File: src/rtl/decode_stage.sv
// ID stage of the MIPS-subset pipeline: decode, register file, branch/jump
// resolution, hazard detection and the ID/EX pipeline register.
module decode_stage #(
   parameter logic [31:0] VECTOR = 32'd64,
   parameter int unsigned NREGS  = 32
) (
   input  logic        clock,
   input  logic        reset,
   input  logic        ex_if_stall,
   input  logic [31:0] if_id_proximopc,
   input  logic [31:0] if_id_instrucao,
   output logic        id_if_selfontepc,
   output logic [1:0]  id_if_seltipopc,
   output logic [31:0] id_if_pcimd2ext,
   output logic [31:0] id_if_rega,
   output logic [31:0] id_if_pcindex,
   input  logic        wb_id_regwrite,
   input  logic [4:0]  wb_id_regdest,
   input  logic [31:0] wb_id_data,
   output logic        id_fw_stall,
   output logic        id_ex_valid,
   output logic [31:0] id_ex_rega,
   output logic [31:0] id_ex_regb,
   output logic [31:0] id_ex_imedext,
   output logic [4:0]  id_ex_regdest,
   output logic [3:0]  id_ex_aluop,
   output logic        id_ex_alusrc,
   output logic        id_ex_memread,
   output logic        id_ex_memwrite,
   output logic        id_ex_regwrite,
   output logic        id_ex_memtoreg,
   output logic [31:0] id_ex_proximopc
);

   localparam logic [0:0] RUN    = 1'b0;
   localparam logic [0:0] SQUASH = 1'b1;

   localparam logic [5:0] OP_RTYPE = 6'h00;
   localparam logic [5:0] OP_J     = 6'h02;
   localparam logic [5:0] OP_JAL   = 6'h03;
   localparam logic [5:0] OP_BEQ   = 6'h04;
   localparam logic [5:0] OP_BNE   = 6'h05;
   localparam logic [5:0] OP_ADDI  = 6'h08;
   localparam logic [5:0] OP_LW    = 6'h23;
   localparam logic [5:0] OP_SW    = 6'h2B;

   localparam logic [5:0] FN_JR  = 6'h08;
   localparam logic [5:0] FN_ADD = 6'h20;
   localparam logic [5:0] FN_SUB = 6'h22;
   localparam logic [5:0] FN_AND = 6'h24;
   localparam logic [5:0] FN_OR  = 6'h25;
   localparam logic [5:0] FN_SLT = 6'h2A;

   localparam logic [3:0] ALU_ADD   = 4'd0;
   localparam logic [3:0] ALU_SUB   = 4'd1;
   localparam logic [3:0] ALU_AND   = 4'd2;
   localparam logic [3:0] ALU_OR    = 4'd3;
   localparam logic [3:0] ALU_SLT   = 4'd4;
   localparam logic [3:0] ALU_PASSB = 4'd5;

   logic [0:0]  state;
   logic [31:0] regs [NREGS];

   logic [5:0]  opcode, funct;
   logic [4:0]  rs, rt, rd;
   logic [31:0] imedext;
   logic [31:0] rs_val, rt_val;

   logic        is_alu, is_jr, is_addi, is_lw, is_sw, is_beq, is_bne, is_j, is_jal, illegal;
   logic [3:0]  alu_fn;
   logic        uses_rs, uses_rt, src_match, hazard_raw, redirect_cond, in_run, bubble;

   logic [4:0]  d_regdest;
   logic [3:0]  d_aluop;
   logic [31:0] d_regb;
   logic        d_alusrc, d_memread, d_memwrite, d_regwrite, d_memtoreg;

   assign opcode  = if_id_instrucao[31:26];
   assign rs      = if_id_instrucao[25:21];
   assign rt      = if_id_instrucao[20:16];
   assign rd      = if_id_instrucao[15:11];
   assign funct   = if_id_instrucao[5:0];
   assign imedext = {{16{if_id_instrucao[15]}}, if_id_instrucao[15:0]};

   // Write-through: a same-cycle writeback is visible to the reading instruction.
   assign rs_val = (rs == 5'd0) ? '0 :
                   (wb_id_regwrite && (wb_id_regdest == rs)) ? wb_id_data : regs[rs];
   assign rt_val = (rt == 5'd0) ? '0 :
                   (wb_id_regwrite && (wb_id_regdest == rt)) ? wb_id_data : regs[rt];

   always_comb begin
      is_alu  = 1'b0;
      is_jr   = 1'b0;
      is_addi = 1'b0;
      is_lw   = 1'b0;
      is_sw   = 1'b0;
      is_beq  = 1'b0;
      is_bne  = 1'b0;
      is_j    = 1'b0;
      is_jal  = 1'b0;
      illegal = 1'b0;
      alu_fn  = ALU_ADD;
      case (opcode)
         OP_RTYPE: begin
            case (funct)
               FN_ADD: begin is_alu = 1'b1; alu_fn = ALU_ADD; end
               FN_SUB: begin is_alu = 1'b1; alu_fn = ALU_SUB; end
               FN_AND: begin is_alu = 1'b1; alu_fn = ALU_AND; end
               FN_OR:  begin is_alu = 1'b1; alu_fn = ALU_OR;  end
               FN_SLT: begin is_alu = 1'b1; alu_fn = ALU_SLT; end
               FN_JR:  is_jr = 1'b1;
               default: illegal = 1'b1;
            endcase
         end
         OP_J:    is_j    = 1'b1;
         OP_JAL:  is_jal  = 1'b1;
         OP_BEQ:  is_beq  = 1'b1;
         OP_BNE:  is_bne  = 1'b1;
         OP_ADDI: is_addi = 1'b1;
         OP_LW:   is_lw   = 1'b1;
         OP_SW:   is_sw   = 1'b1;
         default: illegal = 1'b1;
      endcase
   end

   assign uses_rs = is_alu | is_jr | is_addi | is_lw | is_sw | is_beq | is_bne;
   assign uses_rt = is_alu | is_sw | is_beq | is_bne;

   assign src_match = (uses_rs && (rs == id_ex_regdest)) || (uses_rt && (rt == id_ex_regdest));
   assign hazard_raw = id_ex_valid && id_ex_regwrite && (id_ex_regdest != 5'd0) && src_match &&
                       (id_ex_memread || is_beq || is_bne || is_jr);

   assign redirect_cond = (is_beq && (rs_val == rt_val)) || (is_bne && (rs_val != rt_val)) ||
                          is_jr || is_j || is_jal || illegal;

   assign in_run           = (state == RUN);
   assign id_fw_stall      = !reset && in_run && hazard_raw;
   assign id_if_selfontepc = !reset && in_run && !hazard_raw && redirect_cond;
   assign id_if_seltipopc  = illegal        ? 2'b11 :
                             (is_j | is_jal) ? 2'b10 :
                             is_jr          ? 2'b01 : 2'b00;
   assign id_if_pcimd2ext  = if_id_proximopc + {imedext[29:0], 2'b00};
   assign id_if_rega       = rs_val;
   assign id_if_pcindex    = {if_id_proximopc[31:28], if_id_instrucao[25:0], 2'b00};

   always_comb begin
      d_regdest  = 5'd0;
      d_aluop    = ALU_ADD;
      d_regb     = rt_val;
      d_alusrc   = is_addi | is_lw | is_sw;
      d_memread  = is_lw;
      d_memwrite = is_sw;
      d_memtoreg = is_lw;
      d_regwrite = is_alu | is_addi | is_lw | is_jal;
      if (is_alu) begin
         d_regdest = rd;
         d_aluop   = alu_fn;
      end else if (is_addi || is_lw) begin
         d_regdest = rt;
      end else if (is_jal) begin
         d_regdest = 5'd31;
         d_aluop   = ALU_PASSB;
         d_regb    = if_id_proximopc;
      end else if (is_beq || is_bne) begin
         d_aluop   = ALU_SUB;
      end
   end

   assign bubble = !in_run || hazard_raw || illegal || is_j;

   always_ff @(posedge clock) begin
      if (reset) begin
         state <= RUN;
      end else begin
         case (state)
            RUN:     if (id_if_selfontepc && !ex_if_stall) state <= SQUASH;
            SQUASH:  if (!ex_if_stall) state <= RUN;
            default: state <= RUN;
         endcase
      end
   end

   always_ff @(posedge clock) begin
      if (reset) begin
         for (int unsigned i = 0; i < NREGS; i++) regs[i] <= '0;
      end else if (wb_id_regwrite && (wb_id_regdest != 5'd0)) begin
         regs[wb_id_regdest] <= wb_id_data;
      end
   end

   always_ff @(posedge clock) begin
      if (reset || (!ex_if_stall && bubble)) begin
         id_ex_valid     <= 1'b0;
         id_ex_rega      <= '0;
         id_ex_regb      <= '0;
         id_ex_imedext   <= '0;
         id_ex_regdest   <= '0;
         id_ex_aluop     <= '0;
         id_ex_alusrc    <= 1'b0;
         id_ex_memread   <= 1'b0;
         id_ex_memwrite  <= 1'b0;
         id_ex_regwrite  <= 1'b0;
         id_ex_memtoreg  <= 1'b0;
         id_ex_proximopc <= '0;
      end else if (!ex_if_stall) begin
         id_ex_valid     <= 1'b1;
         id_ex_rega      <= rs_val;
         id_ex_regb      <= d_regb;
         id_ex_imedext   <= imedext;
         id_ex_regdest   <= d_regdest;
         id_ex_aluop     <= d_aluop;
         id_ex_alusrc    <= d_alusrc;
         id_ex_memread   <= d_memread;
         id_ex_memwrite  <= d_memwrite;
         id_ex_regwrite  <= d_regwrite;
         id_ex_memtoreg  <= d_memtoreg;
         id_ex_proximopc <= if_id_proximopc;
      end
   end

endmodule

File: config.mk
export PLATFORM = sky130hd
export DESIGN_NAME = decode_stage
export DESIGN_NICKNAME = d
export VERILOG_FILES = /design/src/rtl/decode_stage.sv
export SDC_FILE = /design/constraint.sdc
export NUM_CORES = 2
export LEC_CHECK = 0
export CORE_UTILIZATION = 45
export CTS_CLUSTER_SIZE = 14
export DETAILED_ROUTE_END_ITERATION = 6
export GPL_ROUTABILITY_DRIVEN = 0
export SYNTH_ARGS = -nofsm -noshare
export SYNTH_HDL_FRONTEND = slang
export SYNTH_SLANG_ARGS = --single-unit
File: constraint.sdc
create_clock -name clock -period 5.6 [get_ports clock]
set_input_delay 1.12 -clock clock [delete_from_list [all_inputs] [get_ports clock]]
set_output_delay 1.12 -clock clock [all_outputs]
set_load 0.02 [all_outputs]
# Word level (Yosys, flattened, before mapping)
# Memory sizes are Yosys's and may differ from the RTL's.
# Cells that the tools add are included.
[totals]
register_bits = 127
latch_bits = 0
ram_bits = 1024
romBits = 0
input_bits = 105
out_inout_bits = 243
n_memories = 1
[mem_list]
columns = ["memory", "words", "width", "rd", "rd_clocked_by_memory_dff", "write_ports", "line_no", "text"]
rows = [
  ["regs", 32, 32, 2, 0, 32, "62", "logic [31:0] regs [NREGS];"],
]
[op_classes]
addsub = 1
mul = 0
n_div = 0
n_lt_le_gt_ge = 0
n_eq_ne = 19
shifts = 0
muxes = 43
bitwise_logic = 16
n_reduce_logical = 44
[ops]
columns = ["cell", "n"]
rows = [
  ["32-bit two-way mux", 8],
  ["6-bit == test, second input constant", 7],
  ["32-bit adder", 1],
  ["32-bit == test", 1],
  ["32-bit inequality test", 1],
  ["32-bit OR reduction", 1],
  ["1-bit two-way mux", 22],
  ["5-bit == test", 4],
  ["5-bit two-way mux", 4],
  ["1-bit logical AND", 17],
  ["1-bit logical OR", 15],
  ["1-bit bitwise OR", 15],
  ["6-bit by 2-bit == test with 1-bit output, second input constant", 2],
  ["6-bit by 3-bit == test with 1-bit output, second input constant", 2],
  ["6-bit by 4-bit == test with 1-bit output, second input constant", 2],
  ["3-bit one-hot mux with 4 select lines", 1],
  ["5-bit zero test", 2],
  ["5-bit nonzero test", 2],
  ["3-bit two-way mux", 3],
  ["7-bit OR reduction", 1],
  ["6-bit zero test", 1],
  ["6-bit OR reduction", 1],
  ["5-bit OR reduction", 1],
  ["2-bit two-way mux", 2],
  ["other kinds (4)", 7],
]

# Logic depth before layout (Yosys ltp)
[logic_depth]
ltp_word = 20
mapped_depth = 18
depth_no_buf = 15

# Worst setup path before layout
# OpenSTA, ideal clock, no wires.
[synth_path]
path_type = "input -> output"
from = "input if_id_instrucao[22]"
to = "output id_if_selfontepc"
arrival_ps = 4453
required_ps = 4480
slack_ps = 27
stages = 14
cell_sequence = "buf_2 > buf_2 > buf_1 > clkbuf_1 > mux4_2 > o22ai_1 > o31ai_1 > xor2_1 > nor4_1 > nand2_1 > nor4_2 > xnor2_1 > a221oi_2 > nor2_1"
[synth_via]
elab_chain_len = 12
word_cells_on_any_way = 23
classes_between = "eq/ne: 4; mux: 2; reduce/logical: 16; memory: 1"
[synth_lines]
columns = ["item", "line_no", "text"]
rows = [
  ["start, declared", "11", "input logic [31:0] if_id_instrucao,"],
  ["branches (longest 3 deep; another with memory read 32 x 32 bit)", "n/a", ""],
  ["32-bit two-way mux *", "86", "assign rs_val = (rs == 5'd0) ? '0 :"],
  ["named net id_if_rega[10]", "15", "output logic [31:0] id_if_rega,"],
  ["32-bit == test or 32-bit inequality test (tied branches)", "133", "assign redirect_cond = (is_beq && (rs_val == rt_val)) || (is_bne && (rs_val != rt_val)) ||"],
  ["1-bit logical AND", "133", ""],
  ["1-bit logical OR * (2 in a row)", "133", ""],
  ["1-bit logical OR * (3 in a row)", "134", "is_jr || is_j || is_jal || illegal;"],
  ["1-bit logical AND *", "138", "assign id_if_selfontepc = !reset && in_run && !hazard_raw && redirect_cond;"],
  ["end, declared", "12", "output logic id_if_selfontepc,"],
]
# Mark *: on every way through the listed nets, which the timed path passes.

# Final worst setup path
[layout_path]
from = "input if_id_instrucao[21]"
to = "output id_if_selfontepc"
[layout_via]
elab_chain_len = 12
word_cells_on_any_way = 23
classes_between = "eq/ne: 4; mux: 2; reduce/logical: 16; memory: 1"
[layout_lines]
columns = ["item", "line_no"]
rows = [
  ["branches (longest 11 deep; another with memory read 32 x 32 bit)", "n/a"],
  ["1-bit logical AND *", "138"],
]
# Mark *: on every way between the ends.

==> metrics.txt <==
Arr. time, crit path 4.77 ns; leakage 29.1 nW; Crit Path Category in -> out; Die Width 373 um; first-pass GRT wire length 343,000 um; DIE HEIGHT 373 um; Worst EP required 4.48 ns; top cell type's share of synthesized area 49.5%; post-synthesis sequential area ratio 53.6%; Post-Syn Area 62,100 um^2; fin util 58.3%; YS warnings 0; Core Region 136,000 um^2; Clock Sinks 1,150; Initial DRC Count 6,949; total track usage 35.1%; vias in the first global route 44,717; share of cells above drive strength 1 33.7%; Post-synth ARST share 0%; Layout Cells excl Fill 7,263; DRT Pass-1 Iters 6; Syn-to-layout area delta 27.9%; final net count 5,511; Yosys cell types 78; Finished Cell Area 79,400 um^2; Yosys reg bits 1,150; Synth Instances 4,457; Pwr per Cell Area 289 nW/um^2; wl on met1 88,100 um; # IOs 348; # port buffers 344; worst slew pin tran 1.20 ns; initial core utilization 45.6%; Post-synth top flop edfxtp_1; clock tree buffer depth 3; VDD IR max 303 uV; CTS tree yes; CP Launch Type input port; Mean Syn Cell Area 13.9 um^2; die area 139,000 um^2; Setup WS pre-CTS -1.13 ns; max cap viols 0; Worst Slack Setup Final -0.286 ns; DR top layer met5; GR Overflow Total 0; CTS Buf Count 132; DRC violations left 0; htree depth 4; CTS Root Cell clkbuf_16; Crit. End Element primary output; Clock Skew 0.0230 ns; clk_lat worst skew 0.79 ns; peak fanout along the critical path 5; worst rel slew slack 20.2%; antenna violations before repair 19; routed vias/inst 6.35; clock-pin transition on the worst setup and hold timing paths 0.06 ns; DP Wirelength 166,000 um; number of synthesized flops with an enable pin 1,024; Highest Clock Rate 170 MHz; Cells after DPL 6,866; row cnt 135; min Tclk post-route 5.89 ns; outcome finished, violations left; Placed Instance Area 72,400 um^2; failing checks setup timing; DR WL met3 30,100 um; pin count of the biggest net entering global routing 93; routed length on met2 114,000 um; remaining antenna violation count after routing 0; Synth area leaders edfxtp_1 50%, mux4_2 19%, and2_1 9.8%; Synth area leader edfxtp_1; max-slew violation count 0; Final Cycle Share 105%; Final Hold Viols 0; hold crit path type reg -> reg; via count 46,112; final setup vio count 2; RSZ-0062 raised after global routing true; Detailed Route WL 248,000 um; DR WL/cell 34.1 um
-- sequential cells by signal (all words and copies together) (netlist names) --
signal / count
id_ex_aluop: 3
id_ex_alusrc: 1
id_ex_imedext: 16
id_ex_memtoreg: 1
id_ex_memwrite: 1
id_ex_proximopc: 32
id_ex_rega: 32
id_ex_regb: 32
id_ex_regdest: 5
id_ex_regwrite: 1
id_ex_valid: 1
regs: 1024
state: 1
-- worst max-delay path: stages --
cell and delay (ns):
buf_16 0.14, buf_8 0.13, buf_4 0.15, mux4_2 0.32
mux2i_1 0.06, mux2i_1 0.64, o22ai_1 0.16, nor2_1 0.35
xnor2_2 0.20, nor4_1 0.27, nand2_1 0.18, nor4_2 0.24
buf_4 0.17, xnor2_2 0.07, a221oi_2 0.30, nor2_2 0.10
buf_6 0.15
-- cell usage after synthesis (31+ instances only) --
library cell / n
edfxtp_1: 1024
and2_1: 968
mux4_2: 517
clkbuf_1: 307
nor2_1: 262
dfxtp_1: 126
a21oi_1: 119
mux2i_1: 117
a22oi_1: 86
nand2_1: 74
nor3_1: 74
buf_4: 73
o22ai_1: 66
buf_2: 59
o21ai_0: 57
xnor2_1: 54
inv_1: 39
or2_2: 37
a211oi_1: 33
nor2b_1: 31
-- metal layers --
layer | track usage (%) | vias to the layer above
met2 | 55.6 | 3365
met3 | 8.70 | 724
li1 | - | 18716
met5 | 0 | -
met4 | 19.0 | 10
met1 | 44.5 | 23297
-- kinds of logic (layout without fill, tap and decap cells) --
| kind of cell | Yosys count | in the layout | share of synthesized area, % |
|---|---|---|---|
| other | 1 | 39 | 0.00604 |
| adder cells (fa/ha/maj) | 30 | 30 | 0.617 |
| multiplexers | 662 | 662 | 21.6 |
| XOR/XNOR | 76 | 76 | 1.07 |
| buffers and inverters | 525 | 1512 | 3.98 |
| AND/OR/NAND/NOR | 1536 | 1536 | 14.0 |
| AO/OA/AOI/OAI | 477 | 477 | 5.13 |
| flip-flops | 1150 | 1150 | 53.6 |
-- where the power goes --
| part | internal [mW] | switching, mW | leakage (nW) | total [mW] |
|---|---|---|---|---|
| clock | 4.74 | 3.68 | 1.98 | 8.43 |
| sequential | 9.80 | 0.244 | 10.8 | 10.0 |
| combinational | 2.06 | 2.39 | 16.3 | 4.45 |
-- cell usage in the layout (no fill, tap or decap), types with 17 or more instances in the layout --
master | Yosys | routed
a211oi_1 | 33 | 22
mux4_2 | 517 | 520
and2_1 | 968 | 967
nor2_4 | 0 | 23
a22oi_1 | 86 | 70
buf_4 | 73 | 740
inv_1 | 39 | 39
ha_1 | 29 | 29
conb_1 | 1 | 35
clkdlybuf4s50_1 | 0 | 301
dfxtp_1 | 126 | 126
xnor2_1 | 54 | 46
nor3_1 | 74 | 68
or2_2 | 37 | 35
xor2_1 | 22 | 17
buf_12 | 2 | 93
nand2_1 | 74 | 68
clkbuf_1 | 307 | 38
clkbuf_16 | 0 | 134
nor2b_1 | 31 | 28
nor2_1 | 262 | 222
clkinv_1 | 1 | 24
nor2_2 | 0 | 17
o21ai_0 | 57 | 47
edfxtp_1 | 1024 | 1024
buf_16 | 0 | 27
buf_6 | 14 | 36
a21oi_1 | 119 | 100
mux2i_1 | 117 | 114
o22ai_1 | 66 | 58
-- repair_timing --
| action | in CTS | in global routing |
|---|---|---|
| gates cloned | 15 | 1 |
| setup buffers | 100 | 50 |
| resized for setup | 216 | 126 |
| hold buffers | 0 | 0 |
| pin swaps | 67 | 67 |
| setup endpoints to repair | 18 | 14 |
-- layout make-up --
class,instances,area (um^2)
well taps,1781,2230
multi-input cells,2816,27500
inverters,40,150
repair buffers,1236,12100
flip-flops and latches,1150,33300
fillers,10599,56700
clock buffers,179,3570
clock inverters,57,556
diodes,4,10.0
-- path summary, 6_finish.rpt --
| check | slack [ns] | depth (start not counted) | from | to |
|---|---|---|---|---|
| setup reg to reg | 0.22 | 33 | regs[11][12] | id_ex_regb[12] |
| setup / recovery | -0.29 | 17 | if_id_instrucao[21] | id_if_selfontepc |
| hold / removal | 0.48 | 2 | id_ex_aluop[2] | id_ex_aluop[2] |
| hold reg to reg | 0.48 | 2 | id_ex_aluop[2] | id_ex_aluop[2] |
-- through the flow --
| stage | setup TNS (ns) | hold slack [ns] | power, mW |
|---|---|---|---|
| 4_1_cts | -0.244 | 0.476 | 22.8 |
| 5_1_grt | -0.512 | 0.502 | 23.4 |
| 3_3_place_gp | -9.23 | 0.461 | 14.1 |
| 6_report | -0.425 | 0.478 | 22.9 |
| 2_1_floorplan | 0 | 0.487 | 12.1 |
| 3_5_place_dp | -9.29 | 0.467 | 14.2 |
Power figures use the tool's default switching activity.
